File: config.mk
export PLATFORM = sky130hd
export DESIGN_NAME = seq_divider_12by6
export DESIGN_NICKNAME = d
export VERILOG_FILES = /design/src/rtl/div_pkg.sv /design/src/rtl/div_restore_step.sv /design/src/rtl/seq_divider_12by6.sv
export SDC_FILE = /design/constraint.sdc
export NUM_CORES = 1
export LEC_CHECK = 0
export CAP_MARGIN = 0
export CORE_MARGIN = 1
export CORE_UTILIZATION = 45
export CTS_CLUSTER_SIZE = 8
export DETAILED_ROUTE_END_ITERATION = 7
export PLACE_DENSITY = 0.68
export SLEW_MARGIN = 15
export SYNTH_ARGS = -nofsm -noshare
export SYNTH_HDL_FRONTEND = slang
export SYNTH_SLANG_ARGS = --single-unit
File: constraint.sdc
create_clock -name clk -period 4.3 [get_ports clk]
set_input_delay 0.43 -clock clk [delete_from_list [all_inputs] [get_ports clk]]
set_output_delay 0.43 -clock clk [all_outputs]
set_load 0.05 [all_outputs]
File: src/rtl/div_pkg.sv
// Shared widths and FSM encoding for the 12-by-6 sequential divider.
package div_pkg;

  localparam int DVD_W = 12;
  localparam int DVS_W = 6;
  localparam int CNT_W = $clog2(DVD_W + 1);

  typedef enum logic [1:0] {
    IDLE,
    RUN,
    DONE
  } state_t;

endpackage

File: src/rtl/div_restore_step.sv
// One combinational restoring-division step.
module div_restore_step #(
  parameter int DVS_W = div_pkg::DVS_W
) (
  input  logic [DVS_W:0]   rem_in,
  input  logic             bit_in,
  input  logic [DVS_W-1:0] divisor,
  output logic [DVS_W:0]   rem_out,
  output logic             q_bit
);

  logic [DVS_W:0] shifted;
  logic [DVS_W:0] dvs_ext;

  // rem_in is always below divisor, so its top bit carries no data
  assign shifted = {DVS_W'(rem_in), bit_in};
  assign dvs_ext = {1'b0, divisor};
  assign q_bit   = (shifted >= dvs_ext);
  assign rem_out = q_bit ? (shifted - dvs_ext) : shifted;

endmodule

File: src/rtl/seq_divider_12by6.sv
// Sequential restoring divider: one quotient bit per clock, MSB first.
module seq_divider_12by6 #(
  parameter int DVD_W = div_pkg::DVD_W,
  parameter int DVS_W = div_pkg::DVS_W
) (
  input  logic             clk,
  input  logic             rst_n,
  input  logic             start,
  input  logic [DVD_W-1:0] dividend,
  input  logic [DVS_W-1:0] divisor,
  output logic             busy,
  output logic             done,
  output logic [DVD_W-1:0] quotient,
  output logic [DVS_W-1:0] remainder,
  output logic             div_by_zero
);

  import div_pkg::*;

  localparam int CW = $clog2(DVD_W + 1);

  state_t           state;
  state_t           nxt;
  logic [DVD_W-1:0] dvd_q;
  logic [DVS_W-1:0] dvs_q;
  logic [DVS_W:0]   rem_q;
  logic [DVD_W-1:0] quo_q;
  logic [CW-1:0]    cnt;
  logic [DVS_W:0]   rem_nx;
  logic             q_bit;
  logic [DVD_W-1:0] quo_nx;
  logic             accept;
  logic             zero;
  logic             last;

  div_restore_step #(
    .DVS_W(DVS_W)
  ) u_step (
    .rem_in (rem_q),
    .bit_in (dvd_q[DVD_W-1]),
    .divisor(dvs_q),
    .rem_out(rem_nx),
    .q_bit  (q_bit)
  );

  assign accept = start && (state != RUN);
  assign zero   = (divisor == '0);
  assign last   = (state == RUN) && (cnt == CW'(DVD_W - 1));
  assign quo_nx = (quo_q << 1) | DVD_W'(q_bit);
  assign busy   = (state == RUN);
  assign done   = (state == DONE);

  always_comb begin
    nxt = state;
    unique case (state)
      IDLE: begin
        if (start) nxt = zero ? DONE : RUN;
      end
      RUN: begin
        if (last) nxt = DONE;
      end
      DONE: begin
        if (start) nxt = zero ? DONE : RUN;
        else       nxt = IDLE;
      end
      default: nxt = IDLE;
    endcase
  end

  always_ff @(posedge clk or negedge rst_n) begin
    if (!rst_n) state <= IDLE;
    else        state <= nxt;
  end

  // working registers: operands, partial remainder, quotient, counter
  always_ff @(posedge clk or negedge rst_n) begin
    if (!rst_n) begin
      dvd_q <= '0;
      dvs_q <= '0;
      rem_q <= '0;
      quo_q <= '0;
      cnt   <= '0;
    end else if (accept) begin
      dvd_q <= dividend;
      dvs_q <= divisor;
      rem_q <= '0;
      quo_q <= '0;
      cnt   <= '0;
    end else if (state == RUN) begin
      dvd_q <= dvd_q << 1;
      rem_q <= rem_nx;
      quo_q <= quo_nx;
      cnt   <= cnt + CW'(1);
    end
  end

  // results change only on completion
  always_ff @(posedge clk or negedge rst_n) begin
    if (!rst_n) begin
      quotient    <= '0;
      remainder   <= '0;
      div_by_zero <= 1'b0;
    end else if (accept && zero) begin
      quotient    <= '1;
      remainder   <= '0;
      div_by_zero <= 1'b1;
    end else if (last) begin
      quotient    <= quo_nx;
      remainder   <= DVS_W'(rem_nx);
      div_by_zero <= 1'b0;
    end
  end

endmodule

# [After elaboration in Yosys (flattened, before gate mapping)]
# Index checks and enable logic that the tools add are counted.
[classes] n_addsub=2 order_cmp=1 n_eq_ne=6 muxes=20 bitwise=1 reduce_logical=8
[ops] operator="$mux 12" n=4
[ops] operator="$mux 6" n=5
[ops] operator="$mux 11" n=2
[ops] operator="$or 12x1->12" n=1
[ops] operator="$mux 2" n=4
[ops] operator="$mux 4" n=2
[ops] operator="$ge 7x6->1" n=1
[ops] operator="$logic_not 6->1" n=1
[ops] operator="$pmux 2 s3" n=1
[ops] operator="$sub 6x6->6" n=1
[ops] operator="$add 4x1->4 const B" n=1
[ops] operator="$eq 4x4->1 const B" n=1
[ops] operator="$ne 2x1->1 const B" n=2
[ops] operator="$reduce_bool 2->1" n=2
[ops] operator="$logic_and 1x1->1" n=3
[ops] operator="$eq 2x1->1 const B" n=1
[ops] operator="$eq 2x2->1 const B" n=1
[ops] operator="$logic_not 2->1" n=1
[ops] operator="$mux 1" n=2
[ops] operator="$ne 2x2->1 const B" n=1
[ops] operator="$reduce_and 2->1" n=1
[totals] reg_bits=60 input_bits=21 wordCells=47

# [Logic depth before layout (Yosys ltp)]
[depth] word_depth=4 ltp_mapped=9 ltp_nobuf=9

# [Modules after synthesis]
# Synthesis repeated with hierarchy kept, for this count alone.
[unflattened] hier_cells=316 area_unflattened_um2=3118.0
[modules_own_cells] mod="seq_divider_12by6" n_inst=1 cells_per_inst=262 area_each_um2=2695.1 seq_area_each_um2=1526.5
[modules_own_cells] mod="div_restore_step" n_inst=1 cells_per_inst=54 area_each_um2=422.9 seq_area_each_um2=0.0

# [Worst setup path before layout]
# Ideal clock, no wire load.
[synth_timing] path_kind="register -> output" from="register state[1]" to="output busy" arrival_ps=1465 t_required_ps=3870 setup_slack_ps=2405 stages_incl_launch_ff=5 cell_sequence="dfrtp_1 > nand2b_1 > inv_2 > clkbuf_1 > clkbuf_1"
[synth_between] elab_chain_len=1
[synth_rtl] element="from (decl)" line_no="seq_divider_12by6.sv:22" source="state_t state;"
[synth_rtl] element="from (signal assigned)" line_no="seq_divider_12by6.sv:72" source="else state <= nxt;"
[synth_rtl] element="$eq 2x1->1" line_no="seq_divider_12by6.sv:50" source="assign busy = (state == RUN);"
[synth_rtl] element="to (decl)" line_no="seq_divider_12by6.sv:11" source="output logic busy,"
# Every way passes these cells.

# [Worst setup path in the final report]
# Same ends and word-level chain as after synthesis.

==> results.json <==
{
  "ys_seq_elements": 60,
  "skew_ps": 6.601,
  "dr.first_iter.drc_count": 120,
  "post-route-period-util": 0.6687,
  "worstPathMaxFanout": 41,
  "hold_viol": 0,
  "peakVddDrop_v": 0.0004288,
  "vias_per_cell": 5.221,
  "slew_viol_final": 0,
  "die_h_um": 82.84,
  "status": "completed",
  "path_class": "reg2out",
  "drv_cap": 0,
  "seq_area_mm2": 0.001501,
  "instances_no_fill": 408,
  "critical_path_required_ps": 3870,
  "die_w_um": 82.84,
  "yosysWarnings": 0,
  "gp_congestion": 0.8189,
  "h-tree-depth": 3,
  "power_density_mw_per_mm2": 851.1,
  "yosys-top-cells-area": "dfrtp_1, nand2_1, mux2i_1",
  "tritoncts.num_buffers": 9,
  "p_seq_frac": 0.315,
  "cts_resized": 0,
  "worstPathArrival_ps": 2450,
  "final_cell_area_mm2": 0.003622,
  "cts_hold_buf": 0,
  "nFillCells": 565,
  "fmax_mhz": 347.8,
  "drc": 0,
  "clock_latency_ps": 340,
  "core_area_mm2": 0.006314,
  "grt_pass1_vias": 2027,
  "layout-drive-gt1-share": 0.1360,
  "drt_wl_total_um": 5530,
  "fin_util": 0.5737,
  "start_kind": "register",
  "post_cts_buffers": 0,
  "post-place-cells": 392,
  "p_comb_frac": 0.501,
  "finalNetCount": 356,
  "fin_total_pwr_mw": 3.083,
  "dpl-instance-area_mm2": 0.003397,
  "p_switching_mw": 1.333,
  "initial_core_util": 0.4657,
  "drt_first_pass_iters": 4,
  "antenna_left": 0,
  "leakagePower_nw": 1.679,
  "yosysTopAreaCellShare": 0.5106,
  "min_path_type": "in2async",
  "dieArea_mm2": 0.006862,
  "multi_input_area_mm2": 0.001334,
  "grt_overflow": 0,
  "period_needed_ps": 2876,
  "num_vias": 2130,
  "port_buffers": 41,
  "path_clk_slew_ps": 70,
  "setup_viol": 0,
  "syn-cell-area_mm2": 0.002940,
  "avgRoutedWirePerCell_um": 13.55,
  "grt_first_pass_wirelength_um": 9818,
  "sw_frac_of_total": 0.4323,
  "crit_path_end_kind": "primary output",
  "io_pins": 42,
  "cts_tree": "yes",
  "clock_power_share": 0.184,
  "rsz0062_at_grt": "false",
  "grt_max_degree": 61,
  "worst_pin_slew_ps": 888.8,
  "hpwl_um": 3665,
  "track_usage": 0.1807,
  "syn_nets": 316,
  "netlist_instances": 286,
  "antenna_found_initial": 0,
  "fin_tns_setup_ps": 0,
  "cts_root_buf": "clkbuf_8",
  "ys_seq_area_frac": 0.5106,
  "diodes": 0,
  "yosysUniqueCellTypes": 39,
  "syn_area_per_cell_um2": 10.28,
  "intPower_mw": 1.750,
  "synth_top_cell_by_area": "dfrtp_1",
  "synth_edf_count": 0,
  "relSlewSlack": 0.4061,
  "synth_flop_cell": "dfrtp_1",
  "areaGrowthSynthToFinish_pct": 23.19,
  "cts_sinks": 60,
  "rows": 29,
  "ys_async_sr_fraction": 1.000,
  "cts.path.max_buffers": 2
}
final timing paths:
kind | end | from | cells after the start | slack [ps]
setup / recovery | busy | state[1] | 4 | 1420
hold / removal | quotient[8] | rst_n | 2 | 240
setup reg to reg | remainder[0] | state[1] | 6 | 1910
hold reg to reg | cnt[3] | cnt[3] | 1 | 470
max in group asynchronous | quo_q[1] | rst_n | 2 | 3560
min in group clk | cnt[3] | cnt[3] | 1 | 470
layout by cell type, fill, tap and decap left out, types with 2 or more instances in the layout:
cell and instances:
nand2_1 65, inv_1 9, nand3b_1 19, buf_4 3, clkinvlp_4 3, nand2b_1 5
xor2_1 2, nand3_1 11, o21ai_1 12, nand3_2 9, a21oi_1 5, o21ai_2 2
mux2_2 6, o21ai_0 13, nor2b_1 2, mux2i_1 17, ha_1 8, clkdlybuf4s50_1 40
a21o_1 2, dfrtp_1 60, nor2_1 6, clkbuf_8 10, bufinv_16 2
registers in the layout, indices dropped and copies added, names as in the netlist:
name / flops
quotient: 12
dvs_q: 6
state: 2
div_by_zero: 1
dvd_q: 12
remainder: 6
cnt: 4
quo_q: 11
rem_q: 6
metal layers:
| metal | track usage | wire [um] |
|---|---|---|
| met5 | 0 | 0 |
| met4 | 0.06583 | 71 |
| met3 | 0.04573 | 168 |
| met2 | 0.2757 | 2604 |
| met1 | 0.2500 | 2685 |
critical path, cell delays in order (launching register included):
cell and delay [ps]:
dfrtp_1 360, nand2b_1 130, buf_4 230, inv_2 450
clkdlybuf4s50_1 920
layout make-up:
class,instances,area share
clock buffer,10,0.03800
inverter,10,0.01036
sequential,60,0.4145
timing repair buffer,44,0.1181
tap,77,0.02660
clock inverter,6,0.02418
multi-input combinational,201,0.3682
Yosys cell counts (all sizes together) (2+ instances only):
library cell,instances
buf,4
xor2,2
nand2b,5
a21o,2
o21ai,27
ha,8
clkbuf,11
nand3b,19
dfrtp,60
nand2,65
inv,10
nand3,21
nor2,7
mux2,7
nor2b,2
a21oi,5
mux2i,17
power groups by stage:
stage          Sequential, mW  Combinational [mW]  Clock [mW]
2_1_floorplan            1.24               0.884           0
3_3_place_gp            0.974                1.53           0
3_5_place_dp            0.980                1.56           0
4_1_cts                 0.972                1.56       0.580
5_1_grt                  1.01                1.70       0.606
6_report                0.971                1.54       0.567
through the flow:
stage / setup WS, ps / hold WS, ps
detailed placement: 1758 / 462.3
floorplan: 2405 / 134.4
finish: 1424 / 236.6
global route: 1268 / 302.2
global placement: 1776 / 459.8
CTS: 1385 / 268.0
cells by family after synthesis:
family / share of synthesized area
AND/OR/NAND/NOR: 0.2306
flip-flops: 0.5106
AO/OA/AOI/OAI: 0.08724
buffers and inverters: 0.03574
multiplexers: 0.08595
adder cells (fa/ha/maj): 0.04085
XOR/XNOR: 0.008938
(Power assumes the default switching activity.)
